File: src/rtl/wb_arbiter2.sv
// Two-master, one-slave Wishbone classic arbiter with round-robin ownership
// held for a whole CYC and a stall watchdog that terminates hung strobes with ERR.
module wb_arbiter2 #(
    parameter int unsigned TIMEOUT = 255
) (
    input  logic        sys_clk_i,
    input  logic        sys_rst_i,

    input  logic        m0_cyc_i,
    input  logic        m0_stb_i,
    input  logic        m0_we_i,
    input  logic [15:0] m0_adr_i,
    input  logic [15:0] m0_dat_i,
    output logic [15:0] m0_dat_o,
    output logic        m0_ack_o,
    output logic        m0_err_o,

    input  logic        m1_cyc_i,
    input  logic        m1_stb_i,
    input  logic        m1_we_i,
    input  logic [15:0] m1_adr_i,
    input  logic [15:0] m1_dat_i,
    output logic [15:0] m1_dat_o,
    output logic        m1_ack_o,
    output logic        m1_err_o,

    output logic        s_cyc_o,
    output logic        s_stb_o,
    output logic        s_we_o,
    output logic [15:0] s_adr_o,
    output logic [15:0] s_dat_o,
    input  logic [15:0] s_dat_i,
    input  logic        s_ack_i,
    input  logic        s_err_i,

    output logic [1:0]  gnt_o,
    output logic        timeout_o
);

    generate
        if (TIMEOUT < 2 || TIMEOUT > 65535) begin : g_bad_timeout
            $error("wb_arbiter2: TIMEOUT must be in 2..65535");
        end
    endgenerate

    localparam logic [15:0] WD_LAST = 16'(TIMEOUT - 1);

    typedef enum logic [1:0] {
        IDLE,
        OWN0,
        OWN1,
        ABORT
    } state_t;

    state_t      state;
    logic        owner;
    logic [15:0] wd_cnt;

    logic        own_cyc;
    logic        own_stb;
    logic        owning;
    logic        stalled;

    // 'owner' is updated at grant time rather than at release; since ties are
    // only resolved in IDLE after the owner has left, it doubles as last-owner.
    always_comb begin
        own_cyc = owner ? m1_cyc_i : m0_cyc_i;
        own_stb = owner ? m1_stb_i : m0_stb_i;
        owning  = (state == OWN0) || (state == OWN1);
        stalled = own_stb && !s_ack_i && !s_err_i;
    end

    always_comb begin
        s_cyc_o  = owning && own_cyc;
        s_stb_o  = owning && own_stb;
        s_we_o   = owner ? m1_we_i  : m0_we_i;
        s_adr_o  = owner ? m1_adr_i : m0_adr_i;
        s_dat_o  = owner ? m1_dat_i : m0_dat_i;

        m0_dat_o = s_dat_i;
        m1_dat_o = s_dat_i;
        m0_ack_o = (state == OWN0) && s_ack_i;
        m1_ack_o = (state == OWN1) && s_ack_i;
        m0_err_o = ((state == OWN0) && s_err_i) || ((state == ABORT) && !owner);
        m1_err_o = ((state == OWN1) && s_err_i) || ((state == ABORT) && owner);
    end

    always_ff @(posedge sys_clk_i or posedge sys_rst_i) begin
        if (sys_rst_i) begin
            state     <= IDLE;
            owner     <= 1'b1;
            wd_cnt    <= '0;
            gnt_o     <= '0;
            timeout_o <= 1'b0;
        end else begin
            case (state)
                IDLE: begin
                    wd_cnt <= '0;
                    if (m0_cyc_i && (!m1_cyc_i || owner)) begin
                        state <= OWN0;
                        owner <= 1'b0;
                        gnt_o <= 2'b01;
                    end else if (m1_cyc_i) begin
                        state <= OWN1;
                        owner <= 1'b1;
                        gnt_o <= 2'b10;
                    end
                end
                OWN0, OWN1: begin
                    if (!own_cyc) begin
                        state  <= IDLE;
                        gnt_o  <= '0;
                        wd_cnt <= '0;
                    end else if (stalled) begin
                        if (wd_cnt == WD_LAST) begin
                            state     <= ABORT;
                            wd_cnt    <= '0;
                            timeout_o <= 1'b1;
                        end else begin
                            wd_cnt <= wd_cnt + 16'd1;
                        end
                    end else begin
                        wd_cnt <= '0;
                    end
                end
                ABORT: begin
                    wd_cnt <= '0;
                    if (own_cyc) begin
                        state <= owner ? OWN1 : OWN0;
                    end else begin
                        state <= IDLE;
                        gnt_o <= '0;
                    end
                end
                default: begin
                    state <= IDLE;
                    gnt_o <= '0;
                end
            endcase
        end
    end

endmodule

File: config.mk
export PLATFORM = sky130hd
export DESIGN_NAME = wb_arbiter2
export DESIGN_NICKNAME = d
export VERILOG_FILES = /design/src/rtl/wb_arbiter2.sv
export SDC_FILE = /design/constraint.sdc
export NUM_CORES = 1
export LEC_CHECK = 0
export BUFFER_PORTS_ARGS = -buffer_cell sky130_fd_sc_hd__buf_2
export CAP_MARGIN = 20
export CORE_MARGIN = 5
export CORE_UTILIZATION = 30
export CTS_BUF_LIST = sky130_fd_sc_hd__clkbuf_4
export DETAILED_ROUTE_END_ITERATION = 16
export HOLD_SLACK_MARGIN = 0.02
export PLACE_DENSITY = 0.65
export SLEW_MARGIN = 10
export SYNTH_ARGS = -nofsm -noshare
export SYNTH_HDL_FRONTEND = slang
export SYNTH_SLANG_ARGS = --single-unit
File: constraint.sdc
create_clock -name sys_clk_i -period 2.3 [get_ports sys_clk_i]
set_input_delay 0.345 -clock sys_clk_i [delete_from_list [all_inputs] [get_ports sys_clk_i]]
set_output_delay 0.345 -clock sys_clk_i [all_outputs]
set_load 0.03 [all_outputs]
==> results.cfg, run 1 <==
[synthesis]
ys_seq_elements = 22
synthAdderAreaFrac = 0.0389
synth_top_area_share = 0.272
yosys-top-cells-area = dfrtp_1 (27%), mux2_2 (19%), buf_4 (13%), xor2_1 (4.1%), ha_1 (3.9%)
synth_top_family_by_area = multiplexers
synth_compound_area_frac = 0.0739
synth_seq_area_share = 0.286
synthesis.area_mm2 = 0.00193
yosys_warnings = 0
synth.mux.area_fraction = 0.208
synth_fp_nets = 299
synth_xor_area_frac = 0.0545
synthCells = 203
synth_top_area_cell = dfrtp_1
synth_cell_types = 42
avgSynthCellArea_um2 = 9.50
synth-simple-area-share = 0.170

[sta]
final-hold-violation-count = 0
fin_crit_ns = 2.16
slew_viol_final = 0
maxSlewHeadroom = 0.451
hold_ws_ns = 0.175
max_freq_ghz = 0.463
setup_viol = 0
period_share = 0.939
rsz0062_at_grt = no
tightestPinTransition_ns = 0.823
tns_ns = 0
clock_skew_ns = 0.00180

[finish]
multi_input_area_mm2 = 0.00105
seq_area_um2 = 552
fillers = 674
fin_nets = 378
diodes = 0
fin_cells = 358
area_growth_pct = 22.2
drive_above_1_share = 0.577

[floorplan]
coreArea_mm2 = 0.00631
dieArea_mm2 = 0.00814
ios = 164
start_util = 0.306
row_count = 29
dieWidth_um = 90.2
die_h_um = 90.2

[cts]
cts-root-buf = clkbuf_4
h-tree-depth = 1
cts_hold_buf = 0
cts_setup_buffers = 0
clk_pin_slew_worst_paths_ns = 0.12
clk-insertion-delay-late_ns = 0.30
clockBufferDepth = 2
clock-sinks = 22
numCtsBuffers = 3
cts_resized = 0
tritoncts = yes

[critical_path]
r2r_slack_ns = 0.48
crit_family = flip-flops
cp_num_cells = 4
startpoint = owner
rr_endpoint = wd_cnt[7]
slowest_delay_ns = 0.67
rr_worst_depth = 6
cp-start-kind = flop
critical_path_required_ns = 1.96
cpMaxStageDelayCell = dfstp_2
path_class = reg2out
crit_arrival_ns = 1.81
path_buf_inv = 2
critPathCapture = s_stb_o
r2r-start = owner
crit_fanout = 34
cp-end-kind = primary output
critical_path.cell_chain = buf_12 > mux2i_1 > nor2b_1 > buf_2

[route]
viasPerCell = 4.65
drtPass1Iterations = 5
first_iter_violations = 68
drtAntennaViolNets = 0
routed_wl_um = 4970
via_count = 1665
routedWlPerCell_um = 13.9
drc = 0

[grt]
antenna_found_initial = 1
grt_first_pass_wirelength_um = 8180
first_global_vias = 1658
grt_overflow = 0
track_usage = 0.119
grt_max_degree = 35

[hold_path]
min_path_type = in2async

[placement]
port_buffers = 115
globalplace.congestion = 0.788
dpl.cell_count = 354
place_hpwl_um = 4180

[power]
irDropWorstVdd_mv = 0.568
total_power_uw = 2250
cellPowerDensity_mw_per_mm2 = 952
leakage_uw = 0.00119

[status]
status = finished, final reports clean

[flow_run]
drv_cap = 0
## where the power goes
part / total (uW) / internal (uW) / switching (uW)
Clock: 179 / 63.3 / 116
Combinational: 1570 / 612 / 960
Sequential: 494 / 438 / 56.5
Total: 2250 / 1110 / 1130
## metrics by stage
| stage | instance area (um^2) | setup WS, ns | utilization |
|---|---|---|---|
| floorplan | 1930 | 0.357 | - |
| global placement | 2330 | 0.512 | 0.369 |
| detailed placement | 2330 | 0.458 | 0.369 |
| CTS | 2360 | 0.108 | 0.373 |
| global route | 2360 | 0.0222 | 0.374 |
| finish | 2360 | 0.140 | 0.374 |
## area by class of cell
type | instances | share of cell area
multi-input combinational | 131 | 0.447
timing repair buffer | 117 | 0.256
sequential | 22 | 0.234
tap | 77 | 0.0408
inverter | 7 | 0.0111
clock buffer | 3 | 0.00955
clock inverter | 1 | 0.00159
## per-layer routing
layer  up-vias  GRT usage  wire (um)
li1        828          -          -
met2        64      0.188       2310
met1       761      0.152       2170
met4         2     0.0471         89
met3        10     0.0326        398
met5         -          0          7
## state kept, by name (all words and copies together) (netlist names)
name	cells
timeout_o	1
state	2
owner	1
gnt_o	2
wd_cnt	16
## placed cells by master, fill, tap and decap left out, types with 2 or more instances in the layout
| cell | n |
|---|---|
| a21oi_1 | 4 |
| a31oi_1 | 2 |
| a32o_1 | 2 |
| and2_1 | 2 |
| and4_1 | 4 |
| buf_2 | 115 |
| clkbuf_4 | 3 |
| dfrtp_1 | 21 |
| ha_1 | 6 |
| inv_1 | 7 |
| mux2_2 | 33 |
| mux2i_1 | 3 |
| nand2_1 | 10 |
| nand3_1 | 7 |
| nand4_1 | 2 |
| nor2_1 | 15 |
| nor3_1 | 3 |
| o21ai_0 | 5 |
| or3_1 | 2 |
| xnor2_1 | 3 |
| xor2_1 | 9 |
## synthesized netlist by cell type
cell	instances
and2_2	1
or3_1	2
mux2i_1	3
and2b_2	1
o2bb2ai_1	1
nor3_1	3
a31oi_1	2
a2bb2oi_1	1
and4b_1	1
dfstp_2	1
nor2b_1	2
nor2_1	15
nor4_1	1
nand2b_1	1
xnor2_1	3
nand4_1	2
o21ai_0	5
clkbuf_1	4
o21bai_1	1
and2_1	2
nor4_2	1
o31ai_1	1
dfrtp_1	21
and3_2	1
a32o_1	2
mux2_2	33
nand4_4	1
a21oi_1	4
xor2_1	9
nand4_2	1
and4_1	4
o41ai_2	1
nand2_1	10
buf_2	5
inv_1	7
nand3_1	7
o211ai_1	1
ha_1	6
buf_6	1
buf_4	33
a311oi_1	1
and3_1	1
## how the worst min path moves through the flow
| stage | slack, ns | start | end |
|---|---|---|---|
| floorplan | 0.33 | sys_rst_i | gnt_o[0] |
| CTS | 0.22 | sys_rst_i | wd_cnt[12] |
| global route | 0.25 | sys_rst_i | wd_cnt[8] |
| detailed placement | 0.47 | timeout_o | timeout_o |
| global placement | 0.48 | timeout_o | timeout_o |
| finish | 0.17 | sys_rst_i | wd_cnt[13] |
## cell families after synthesis
group	Yosys count
AND/OR/NAND/NOR	57
flip-flops	22
adder cells (fa/ha/maj)	6
XOR/XNOR	12
buffers and inverters	50
multiplexers	36
AO/OA/AOI/OAI	20
No activity file was read; power rests on OpenSTA's default activity.
==> run 2, diff against run 1 <==
Settings changed: ABC_AREA set to 1, PLACE_DENSITY 0.65 to unset.
==> run 2 against run 1 <==
  * Largest cell class unchanged
  * Largest power group unchanged
  * Hold slack got worse by 0.010 ns
  * Register-to-register slack got worse by 0.05 ns
  * Global-route usage rose by 1.0 points
  * Critical path depth rose by 1
  * Final cell count rose by 38%
  * Synthesized cell count rose by 64%
  * Power rose by 12%
  * Clock power rose by 3%
  * First-iteration DRC count rose by 47%
  * Maximum frequency rose by 1.3%
  * Highest routed layer is now met4
==> results.cfg, run 2 <==
[critical_path]
cp-end-kind = primary output
rr_worst_depth = 8
path_class = reg2out
crit_fanout = 37
cp-start-kind = flop
crit_arrival_ns = 1.79
critical_path_required_ns = 1.96

[synthesis]
yosys-top-cells-area = nand2_1 (26%), dfrtp_1 (26%), buf_4 (12%), inv_1 (5.7%), nor2_1 (5.3%)
synth_seq_area_share = 0.269
synth_fp_nets = 429
ys_seq_elements = 22
synth_top_area_share = 0.263
synthTopCellsByCount = nand2_1 (144), buf_4 (32), inv_1 (31)
synth.most_common_cell = nand2_1
synthesis.area_mm2 = 0.00205
avgSynthCellArea_um2 = 6.16
yosys_warnings = 0
synth_ff_type = dfrtp_1
synth_edf_count = 0
synth_cell_types = 27
synth_top_area_cell = nand2_1
synthArstFlopShare = 1.00
synthCells = 333

[grt]
grt_max_degree = 38
grt_first_pass_wirelength_um = 9250
track_usage = 0.129
antenna_found_initial = 0
first_global_vias = 2148
grt_overflow = 0

[cts]
cts_hold_buf = 0
tritoncts = yes
clock-sinks = 22
h-tree-depth = 1
clk-insertion-delay-late_ns = 0.31
cts_resized = 0
cts-root-buf = clkbuf_4
clockBufferDepth = 2
clk_pin_slew_worst_paths_ns = 0.12
numCtsBuffers = 3
cts_setup_buffers = 0

[finish]
final_cell_mix = nand2_1 (144), buf_2 (115), inv_1 (31)
largest_register_ffs = 16
drive_above_1_share = 0.341
mostFrequentLayoutCell = nand2_1
diodes = 0
fin_area_mm2 = 0.00248
fin_cells = 493
area_growth_pct = 20.7
reg_top3 = wd_cnt x16, gnt_o x2, state x2
largest-register = wd_cnt
fin_nets = 510

[route]
drtPass1Iterations = 4
routedWlPerCell_um = 11.2
first_iter_violations = 100
via_count = 2160
routed_wl_um = 5530
drc = 0
viasPerCell = 4.38
drtAntennaViolNets = 0

[floorplan]
dieArea_mm2 = 0.00859
die_h_um = 92.7
dieWidth_um = 92.7
coreArea_mm2 = 0.00672
start_util = 0.305
row_count = 30
ios = 164

[power]
cellPowerDensity_mw_per_mm2 = 1010
leakage_uw = 0.00144
irDropWorstVdd_mv = 0.650
total_power_uw = 2510

[placement]
dpl_cell_area_mm2 = 0.00245
dpl.cell_count = 489
globalplace.congestion = 0.911
place_hpwl_um = 4750
port_buffers = 115

[flow_run]
drv_cap = 0

[sta]
fin_crit_ns = 2.13
clock_skew_ns = 0.00505
tns_ns = 0
rsz0062_at_grt = no
slew_viol_final = 0
setup_viol = 0
max_freq_ghz = 0.469
tightestPinTransition_ns = 0.820
final-hold-violation-count = 0
period_share = 0.927
maxSlewHeadroom = 0.453

[status]
status = finished, final reports clean

[hold_path]
min_path_type = in2async
## run 2: cells by family after synthesis
family | synth area share
flip-flops | 0.269
AND/OR/NAND/NOR | 0.416
AO/OA/AOI/OAI | 0.0433
buffers and inverters | 0.205
adder cells (fa/ha/maj) | 0.0366
XOR/XNOR | 0.0299
## run 2: power by group
part / internal [uW] / switching [uW]
clock network: 63.6 / 121
registers: 441 / 81.8
logic: 499 / 1300
## run 2: final timing paths
| check | start | to | slack, ns |
|---|---|---|---|
| worst max-delay path | owner | s_stb_o | 0.17 |
| worst min-delay path | sys_rst_i | wd_cnt[0] | 0.16 |
| worst max register to register | owner | wd_cnt[9] | 0.43 |
| worst min register to register | wd_cnt[0] | wd_cnt[0] | 0.48 |
| max in group asynchronous | sys_rst_i | wd_cnt[13] | 1.62 |
| min in group sys_clk_i | m0_cyc_i | owner | 0.40 |
## run 2: through the flow
stage,worst slack (ns),hold slack (ns),util
floorplan,0.554,0.333,-
global placement,0.472,0.461,0.365
detailed placement,0.422,0.471,0.365
CTS,0.133,0.206,0.369
global route,0.0144,0.266,0.369
finish,0.169,0.164,0.369
## run 2: routing by layer
layer / GRT usage / share of wire
met3: 0.0422 / 0.10
met4: 0.0415 / 0.020
met2: 0.233 / 0.48
met5: 0 / 0
met1: 0.142 / 0.39
## run 2: cell type report
type | instances | area, um^2
Fill cell | 726 | 4240
Timing Repair Buffer | 116 | 583
Tap cell | 80 | 100
Multi-Input combinational cell | 236 | 1080
Sequential cell | 22 | 552
Clock buffer | 3 | 22.5
Inverter | 35 | 135
Clock inverter | 1 | 3.75
## run 2: critical path, cell delays in order (launching register included)
cell and delay (ns):
dfstp_2 0.78, inv_4 0.22, nand2_2 0.11, nand2_2 0.07
nor2_1 0.08, buf_2 0.21
==> run 3, diff against run 2 <==
Clock period 2.3 ns to 2.5 ns, I/O delays scaled along.
==> run 3 against run 2 <==
  * Clock skew grew 0.0030 ns
  * Global-route usage down 0.15 points
  * Clock-buffer cell count unchanged
  * Flip-flop and latch count stayed put
  * Wire length increased by 1.2%
  * Worst setup slack improved by 0.064 ns
  * Register-to-register slack better by 0.09 ns
  * First-iteration DRC count down 37%
  * Critical endpoint unchanged
  * Largest cell class unchanged
  * Largest power group unchanged
==> results.cfg, run 3 (same netlist as run 2, synthesis figures left out) <==
[status]
status = finished, final reports clean

[finish]
drive_above_1_share = 0.344
area_growth_pct = 22.0
diodes = 0
fin_nets = 510
largest-register = wd_cnt
mostFrequentLayoutCell = nand2_1
largest_register_ffs = 16
final_cell_mix = nand2_1 (144), buf_2 (115), inv_1 (31)
reg_top3 = wd_cnt x16, gnt_o x2, state x2
fin_area_mm2 = 0.00250

[power]
leakage_uw = 0.00146
irDropWorstVdd_mv = 0.726
total_power_uw = 2420
cellPowerDensity_mw_per_mm2 = 965

[route]
first_iter_violations = 63
viasPerCell = 4.29
via_count = 2113
routedWlPerCell_um = 11.4
drc = 0
drtAntennaViolNets = 0
drtPass1Iterations = 4
routed_wl_um = 5600

[floorplan]
dieWidth_um = 92.7
dieArea_mm2 = 0.00859
start_util = 0.305
die_h_um = 92.7
row_count = 30
coreArea_mm2 = 0.00672
ios = 164

[critical_path]
path_buf_inv = 2
cpMostUsedCell = nand2_2
path_class = reg2out
critical_path_required_ns = 2.12
cp-end-kind = primary output
cpMaxStageDelayCell = dfstp_2
critical_path.cell_chain = inv_4 > nand2_2 > nand2_2 > nor2_1 > buf_2
crit_fanout = 37
cp-start-kind = flop
slowest_delay_ns = 0.85
crit_arrival_ns = 1.89
crit_family = flip-flops

[grt]
grt_overflow = 0
grt_max_degree = 38
track_usage = 0.127
antenna_found_initial = 0
grt_first_pass_wirelength_um = 9050
first_global_vias = 1992

[flow_run]
drv_cap = 0

[sta]
rsz0062_at_grt = no
maxSlewHeadroom = 0.438
fin_crit_ns = 2.27
clock_skew_ns = 0.00807
max_freq_ghz = 0.441
period_share = 0.907
hold_ws_ns = 0.210
tns_ns = 0
setup_viol = 0
slew_viol_final = 0
final-hold-violation-count = 0
tightestPinTransition_ns = 0.842

[cts]
clock-sinks = 22
cts_setup_buffers = 0
numCtsBuffers = 3
clk-insertion-delay-late_ns = 0.31
tritoncts = yes
cts_resized = 0
clk_pin_slew_worst_paths_ns = 0.13
clockBufferDepth = 2
h-tree-depth = 1
cts_hold_buf = 0
cts-root-buf = clkbuf_4

[placement]
port_buffers = 115
place_hpwl_um = 4740
dpl_cell_area_mm2 = 0.00245
globalplace.congestion = 0.860

[hold_path]
min_path_type = in2async
run 3: cell types whose count changed in the layout (fill, tap and decap cells not counted), sizes merged:
cell and delta:
clkinv -1, bufinv +1
run 3: layout make-up:
type,instances,area (um^2)
Tap cell,80,100
Multi-Input combinational cell,236,1080
Clock inverter,1,30.0
Clock buffer,3,22.5
Fill cell,737,4220
Timing Repair Buffer,116,583
Inverter,35,135
Sequential cell,22,552
run 3: worst register-to-register path, stage by stage, from the launching register on:
cell and delay (ns):
dfstp_2 0.85, inv_4 0.26, nand2_2 0.12, nand2_2 0.07
nor2_4 0.09, nand2_2 0.07, nor2_4 0.17, inv_2 0.16
nor2_2 0.13
run 3: through the flow:
step / util / setup WS (ns) / cells
after CTS: 0.372 / 0.191 / 493
after detailed placement: 0.365 / 0.517 / 489
after global routing: 0.372 / 0.0406 / 493
final: 0.372 / 0.232 / 493
after floorplan: - / 0.724 / 333
after global placement: 0.365 / 0.575 / 489
run 3: worst paths after layout:
check	cells after the start	endpoint	slack [ns]	from
setup reg to reg	8	wd_cnt[12]	0.52	owner
hold reg to reg	1	wd_cnt[0]	0.48	wd_cnt[0]
min in group sys_clk_i	5	state[1]	0.44	m1_cyc_i
setup / recovery	5	s_stb_o	0.23	owner
max in group asynchronous	2	wd_cnt[3]	1.77	sys_rst_i
hold / removal	2	wd_cnt[10]	0.21	sys_rst_i
run 3: power by group:
group          internal, uW  total, uW  switching [uW]
Combinational           460       1650            1190
Clock                   162        273             111
Sequential              406        494            88.2
run 3: layer usage:
metal  vias to the layer above  wire [um]  part of all wire  GRT usage
li1                       1129          -                 -          -
met1                       900       2300              0.41      0.154
met2                        82       2740              0.49      0.222
met3                         2        545             0.097     0.0496
met4                         0         10            0.0018     0.0122
met5                         -          0                 0          0
